### config.mk
export PLATFORM = sky130hd
export DESIGN_NAME = mem_arbiter_rr
export DESIGN_NICKNAME = d
export VERILOG_FILES = /design/src/rtl/mem_arbiter_rr.sv
export SDC_FILE = /design/constraint.sdc
export NUM_CORES = 1
export LEC_CHECK = 0
export CAP_MARGIN = 20
export CORE_AREA = 4 4 269 271
export DETAILED_ROUTE_END_ITERATION = 8
export DIE_AREA = 0 0 273 275
export SLEW_MARGIN = 20
export SYNTH_ARGS = -nofsm -noshare
export SYNTH_HDL_FRONTEND = slang
export SYNTH_SLANG_ARGS = --single-unit
### constraint.sdc
create_clock -name clk -period 2.95 [get_ports clk]
set_clock_uncertainty 0.15 [all_clocks]
set_input_delay 0.59 -clock clk [delete_from_list [all_inputs] [get_ports clk]]
set_output_delay 0.59 -clock clk [all_outputs]
set_load 0.02 [all_outputs]
### src/rtl/mem_arbiter_rr.sv
// mem_arbiter_rr: round-robin arbiter between N cache clients and one
// physical-memory / L2 port.
//
// A single transaction is in flight at a time. In IDLE the first requester
// at or after the priority pointer is granted; its address, write line and
// op type are latched, and the pmem command is held from state until
// pmem_resp. The read line is registered and a one-cycle cl_resp strobe is
// returned to the granted client only, after which the pointer moves past it.
//
// Ports:
//   clk, rst_n           clock (rising edge), synchronous active-low reset
//   cl_read / cl_write   per-client request bits (both set = write)
//   cl_address           flattened client addresses, client i at [i*AW +: AW]
//   cl_wdata             flattened client write lines, same packing
//   cl_resp              one-hot, one-cycle completion strobe
//   cl_rdata             registered read line shared by all clients
//   pmem_read/write      memory command, held while BUSY
//   pmem_address/wdata   latched address / write line
//   pmem_resp/rdata      memory completion and read line
module mem_arbiter_rr #(
  parameter int NUM_PORTS  = 2,
  parameter int ADDR_WIDTH = 16,
  parameter int LINE_WIDTH = 128
) (
  input  logic                             clk,
  input  logic                             rst_n,
  input  logic [NUM_PORTS-1:0]             cl_read,
  input  logic [NUM_PORTS-1:0]             cl_write,
  input  logic [NUM_PORTS*ADDR_WIDTH-1:0]  cl_address,
  input  logic [NUM_PORTS*LINE_WIDTH-1:0]  cl_wdata,
  output logic [NUM_PORTS-1:0]             cl_resp,
  output logic [LINE_WIDTH-1:0]            cl_rdata,
  output logic                             pmem_read,
  output logic                             pmem_write,
  output logic [ADDR_WIDTH-1:0]            pmem_address,
  output logic [LINE_WIDTH-1:0]            pmem_wdata,
  input  logic                             pmem_resp,
  input  logic [LINE_WIDTH-1:0]            pmem_rdata
);

  localparam int PW = $clog2(NUM_PORTS);
  localparam logic [PW-1:0] LAST = PW'(NUM_PORTS - 1);

  typedef enum logic [1:0] {IDLE, BUSY, RESP} state_t;

  state_t state, state_nxt;

  logic [PW-1:0] ptr, g, gnt_idx, cand;
  logic          gnt_found;
  logic          op_write;

  logic [NUM_PORTS-1:0] req;

  // Packed per-client views of the flattened buses.
  logic [NUM_PORTS-1:0][ADDR_WIDTH-1:0] addr_a;
  logic [NUM_PORTS-1:0][LINE_WIDTH-1:0] wdata_a;

  assign req     = cl_read | cl_write;
  assign addr_a  = cl_address;
  assign wdata_a = cl_wdata;

  // Scan from the pointer upward with explicit wrap so that non-power-of-2
  // port counts never select a nonexistent client.
  always_comb begin
    gnt_found = 1'b0;
    gnt_idx   = '0;
    cand      = ptr;
    for (int k = 0; k < NUM_PORTS; k++) begin
      if (!gnt_found && req[cand]) begin
        gnt_found = 1'b1;
        gnt_idx   = cand;
      end
      cand = (cand == LAST) ? '0 : cand + 1'b1;
    end
  end

  // State register
  always_ff @(posedge clk) begin
    if (!rst_n) state <= IDLE;
    else        state <= state_nxt;
  end

  // Next-state logic. RESP always returns to IDLE without granting, so the
  // completing client's still-asserted request cannot be picked up again.
  always_comb begin
    state_nxt = state;
    case (state)
      IDLE:    if (gnt_found) state_nxt = BUSY;
      BUSY:    if (pmem_resp) state_nxt = RESP;
      RESP:    state_nxt = IDLE;
      default: state_nxt = IDLE;
    endcase
  end

  // Outputs decoded from state
  always_comb begin
    pmem_read  = (state == BUSY) && !op_write;
    pmem_write = (state == BUSY) &&  op_write;
    cl_resp    = '0;
    if (state == RESP) cl_resp[g] = 1'b1;
  end

  // Datapath: grant latch, read-line capture, pointer advance.
  always_ff @(posedge clk) begin
    if (!rst_n) begin
      ptr          <= '0;
      g            <= '0;
      op_write     <= 1'b0;
      pmem_address <= '0;
      pmem_wdata   <= '0;
      cl_rdata     <= '0;
    end else begin
      case (state)
        IDLE: if (gnt_found) begin
          g            <= gnt_idx;
          op_write     <= cl_write[gnt_idx];
          pmem_address <= addr_a[gnt_idx];
          if (cl_write[gnt_idx]) pmem_wdata <= wdata_a[gnt_idx];
        end
        BUSY: if (pmem_resp && !op_write) cl_rdata <= pmem_rdata;
        RESP: ptr <= (g == LAST) ? '0 : g + 1'b1;
        default: ;
      endcase
    end
  end

endmodule

== Word level (Yosys, flattened, before mapping) ==
Cells that the tools add are included.

* Register bits: 277
* Output and inout bits: 276
* Word-level logic and storage cells: 53

* $add $sub $neg: 2
* Magnitude comparators: 5
* Equal/unequal tests: 4
* Muxes and demuxes: 22
* Bitwise logic cells: 1
* Reductions and logical operators: 12

{| class="wikitable"
|+ Operator list
! kind !! count
|-
| 128-bit 2-to-1 mux || 2
|-
| 16-bit 2-to-1 mux || 2
|-
| 1-bit 2-to-1 mux || 13
|-
| 1-bit by 2-bit < comparator with 1-bit output, second input constant || 4
|-
| 2-bit 2-to-1 mux || 3
|-
| 2-bit AND reduction || 3
|-
| 1-bit logical AND || 5
|-
| 2-bit inequality test, second input constant || 2
|-
| 2-bit case mux with 2 select lines || 1
|-
| 3-bit AND reduction || 1
|-
| 1-bit adder, second input constant || 2
|-
| 2-bit by 1-bit equality test with 1-bit output, second input constant || 1
|-
| 2-bit equality test, second input constant || 1
|-
| 1-bit logical NOT || 2
|-
| 2-bit logical NOT || 1
|-
| 2-bit OR || 1
|-
| 1-bit demux with 1-bit select || 1
|-
| 1-bit greater-or-equal comparator, second input constant || 1
|}

== Logic depth before layout (Yosys ltp) ==
* Word-level depth: 10
* Gate-level depth with buffers: 7

== Least setup slack after synthesis ==
Ideal clock, no wire load.

* Kind: register to register
* From: register state[0]
* To: register cl_rdata[67]
* Arrival: 1.672 ns
* Required time: 2.668 ns
* Setup slack: 0.996 ns
* Stages on the path, launching flop included: 7
* Path buffers: 2
* Period minus slack after synthesis: 1.954 ns
* Path through: dfxtp_1 > nor3b_1 > nand2_1 > clkbuf_1 > clkbuf_1 > nand2_1 > a21oi_1

* Longest elaborated chain between the ends: 2

{| class="wikitable"
|+ Ends and longest elaborated chain
! element !! line !! RTL
|-
| from (decl) || 46 || <nowiki>state_t state, state_nxt;</nowiki>
|-
| from (signal assigned) || 80 || <nowiki>else state <= state_nxt;</nowiki>
|-
| 2-bit by 1-bit equality test with 1-bit output || 113 || <nowiki>case (state)</nowiki>
|-
| 2-bit AND reduction (no line) || - ||
|-
| to (signal assigned) || 120 || <nowiki>BUSY: if (pmem_resp && !op_write) cl_rdata <= pmem_rdata;</nowiki>
|-
| to (decl) || 32 || <nowiki>output logic [LINE_WIDTH-1:0] cl_rdata,</nowiki>
|}

No other way between the ends.
A chain may end at the register's enable or synchronous reset.

== Worst setup path after layout ==
* From: register state[0]
* To: output port pmem_read

* Longest elaborated chain between the ends: 2

{| class="wikitable"
|+ Ends and longest elaborated chain
! element !! line !! RTL
|-
| 2-bit by 1-bit equality test with 1-bit output || 97 || <nowiki>pmem_read = (state == BUSY) && !op_write;</nowiki>
|-
| 1-bit logical AND || 97 ||
|-
| to (decl) || 33 || <nowiki>output logic pmem_read,</nowiki>
|}

No other way between the ends.

==> qor.csv <==
stage;metric;value;unit
run_status;status;finished, final reports clean;
clocking;clk_latency;530;ps
worst_setup_path;rrSetupSlack;810;ps
place;place_hpwl;40600;µm
power;power.total;11.9;mW
yosys;yosysTopAreaCellShare;0.453;
sta;period_share;0.931;
yosys;synthTopCellsByArea;dfxtp_1 (45%), nand2_1 (17%), a311oi_2 (15%);
power;ir_drop;0.000314;V
worst_setup_path;crit_required;2210;ps
yosys;synth_edf_count;0;
sta;final.min_clock_period;2750;ps
power;powerDensity;555;mW/mm²
drt;via_per_inst;4.17;
drt;dr_wl_met2;25900;µm
power;power_leakage;7.46;nW
drt;wl_met3;4950;µm
clocking;cts_made_buffers;35;
worst_setup_path;reg2reg_to;pmem_wdata[3];
sta;worst_pin_slew;542;ps
floorplan;fp.dieH;275;µm
floorplan;rows;97;
place;place_congestion;0.810;
floorplan;io_pins;699;
yosys;syn-cell-area;0.0122;mm²
drt;vias;12643;
clocking;ctsResizeCount;0;
worst_setup_path;worstReg2RegStart;state[1];
global_routing;grt_max_degree;72;
worst_setup_path;cp-end-kind;output pin;
sta;setup_viol;0;
floorplan;die_w;273;µm
global_routing;grt_usage;0.132;
yosys;yosysWarnings;0;
worst_hold_path;holdPathEnd;cl_rdata[97];
worst_setup_path;arrival;2010;ps
drt;routed_wl;53600;µm
clocking;cts_sinks;277;
worst_setup_path;critPathLaunchType;flop;
sta;slew_headroom;0.638;
drt;initialDrtViolationCount;555;
worst_setup_path;worst_r2r_path_depth;6;
yosys;synth_seq_cells;277;
drt;drt-wirelength-per-cell;17.7;µm
yosys;synth_nets;1825;
worst_hold_path;hp-start;cl_rdata[97];
yosys;synth_seq_area_share;0.453;
worst_hold_path;min_path_type;flop to flop;
sta;hold_viol_final;0;
cells_and_area;drive_above_1_share;0.142;
floorplan;dieArea;0.0751;mm²
sta;finalSetupTns;0;ps
sta;rsz0062_at_grt;no;
yosys;synth.most_common_cell;nand2_1;
place;place_ws;138;ps
worst_setup_path;path_max_fanout;6;
cells_and_area;diodes;0;
cells_and_area;final_core_util;0.308;
floorplan;core;0.0698;mm²
yosys;yosys_most_used_dff;dfxtp_1;
cells_and_area;fin_cells;3029;
sta;drv_slew;0;
drt;drc_errors;0;
run;maxCapViolations;0;
drt;maxUsedRoutingLayer;met4;
cells_and_area;area_growth;75.6;%
sta;finalWorstSetupSlack;204;ps
clocking;cts_tree;yes;
worst_setup_path;cpPeakStageDelay;650;ps
global_routing;antenna_found_initial;0;
clocking;ctsHtreeMaxLevel;2;
drt;ant_nets;0;
global_routing;grt_pass1_vias;12653;
worst_setup_path;crit_chain;nor3b_1 > buf_4 > clkdlybuf4s50_1;
place;placed_cells;2968;
worst_setup_path;critPathKind;flop to output pin;
clocking;clk_path_buf_depth;3;
clocking;cts_hold_buf;0;
clocking;clk_pin_slew;60;ps
yosys;ys_types;32;
global_routing;overflow;0;
yosys;yosys-top-cells-count;nand2_1 (545), dfxtp_1 (277), a21oi_1 (210), a311oi_2 (119), clkbuf_1 (63);
sta;fmax;364;MHz
floorplan;start_util;0.175;
yosys;async_reset_ff_frac;0;
worst_hold_path;hold_path_depth;2;
drt;wl_met1;20600;µm
yosys;yosys.area.top_type;dfxtp_1;
cells_and_area;nets;2488;
worst_setup_path;slowest_stage;clkdlybuf4s50_1;
clocking;cts_root_buf;clkbuf_16;
place;io_buffers;698;
yosys;synthCells;1402;
global_routing;grt_pass1_wl;77100;µm
clocking;cts_setup_buffers;0;
drt;drtPass1Iterations;4;
yosys;avgSynthCellArea;8.73;µm²
-- stage by stage --
step,instance area (µm²),hold slack [ps]
2_1_floorplan,12200,374
3_5_place_dp,20300,293
3_3_place_gp,20300,288
6_report,21500,299
4_1_cts,21500,300
5_1_grt,21500,315
-- worst max-delay path by stage --
stage | start | to | slack [ps] | depth (start not counted)
finish | state[0] | pmem_read | 200 | 3
detailed placement | cl_read[1] | pmem_wdata[3] | 140 | 6
floorplan | state[0] | cl_rdata[67] | 1000 | 6
global placement | cl_read[1] | pmem_wdata[117] | 190 | 6
global route | state[0] | pmem_read | 90 | 3
CTS | state[0] | pmem_read | 150 | 3
-- kinds of logic (layout without fill, tap and decap cells) --
family / Yosys count / after routing / synth area share
and+or+nand+nor: 561 / 561 / 0.176
AOI/OAI and AO/OA: 426 / 426 / 0.293
DFF: 277 / 277 / 0.453
buffers and inverters: 138 / 825 / 0.0771
-- state kept, by name (all words and copies together), names as in the netlist --
signal        flops
state             2
g                 1
op_write          1
pmem_address     16
cl_rdata        128
pmem_wdata      128
ptr               1
-- cells in the final DEF (no fill, tap or decap), types with 3 or more instances in the layout --
master,n
a21oi_1,210
a21oi_2,49
a311oi_1,9
a311oi_2,119
a31oi_1,16
buf_12,24
buf_4,39
bufinv_16,3
clkbuf_1,7
clkbuf_16,35
clkbuf_8,10
clkdlybuf4s50_1,698
dfxtp_1,277
nand2_1,544
nor2_1,4
o21ai_0,16
-- worst max-delay path, delay by kind of cell, from the launching register on --
family        cells  cell delay (ps)
buf+inv           2              830
flops             1              390
simple gates      1              250
-- final cells by class --
class | instances | area [µm²]
clock buffers | 52 | 1040
inverters | 3 | 18.8
well taps | 940 | 1180
fillers | 7344 | 48300
multi-input cells | 987 | 5790
clock inverters | 9 | 164
flip-flops and latches | 277 | 5550
repair buffers | 761 | 7760
-- where the power goes --
part	internal [mW]	total [mW]	leakage (nW)	switching, mW
logic	1.57	3.18	4.60	1.61
clock network	2.72	4.49	0.586	1.77
registers	4.07	4.27	2.28	0.197
total	8.36	11.9	7.46	3.57
-- layer usage --
| layer | global-route usage | vias to the layer above |
|---|---|---|
| li1 | - | 6162 |
| met1 | 0.146 | 5862 |
| met2 | 0.232 | 524 |
| met3 | 0.0448 | 95 |
| met4 | 0.0513 | 0 |
| met5 | 0 | - |
Power figures use the tool's default switching activity.
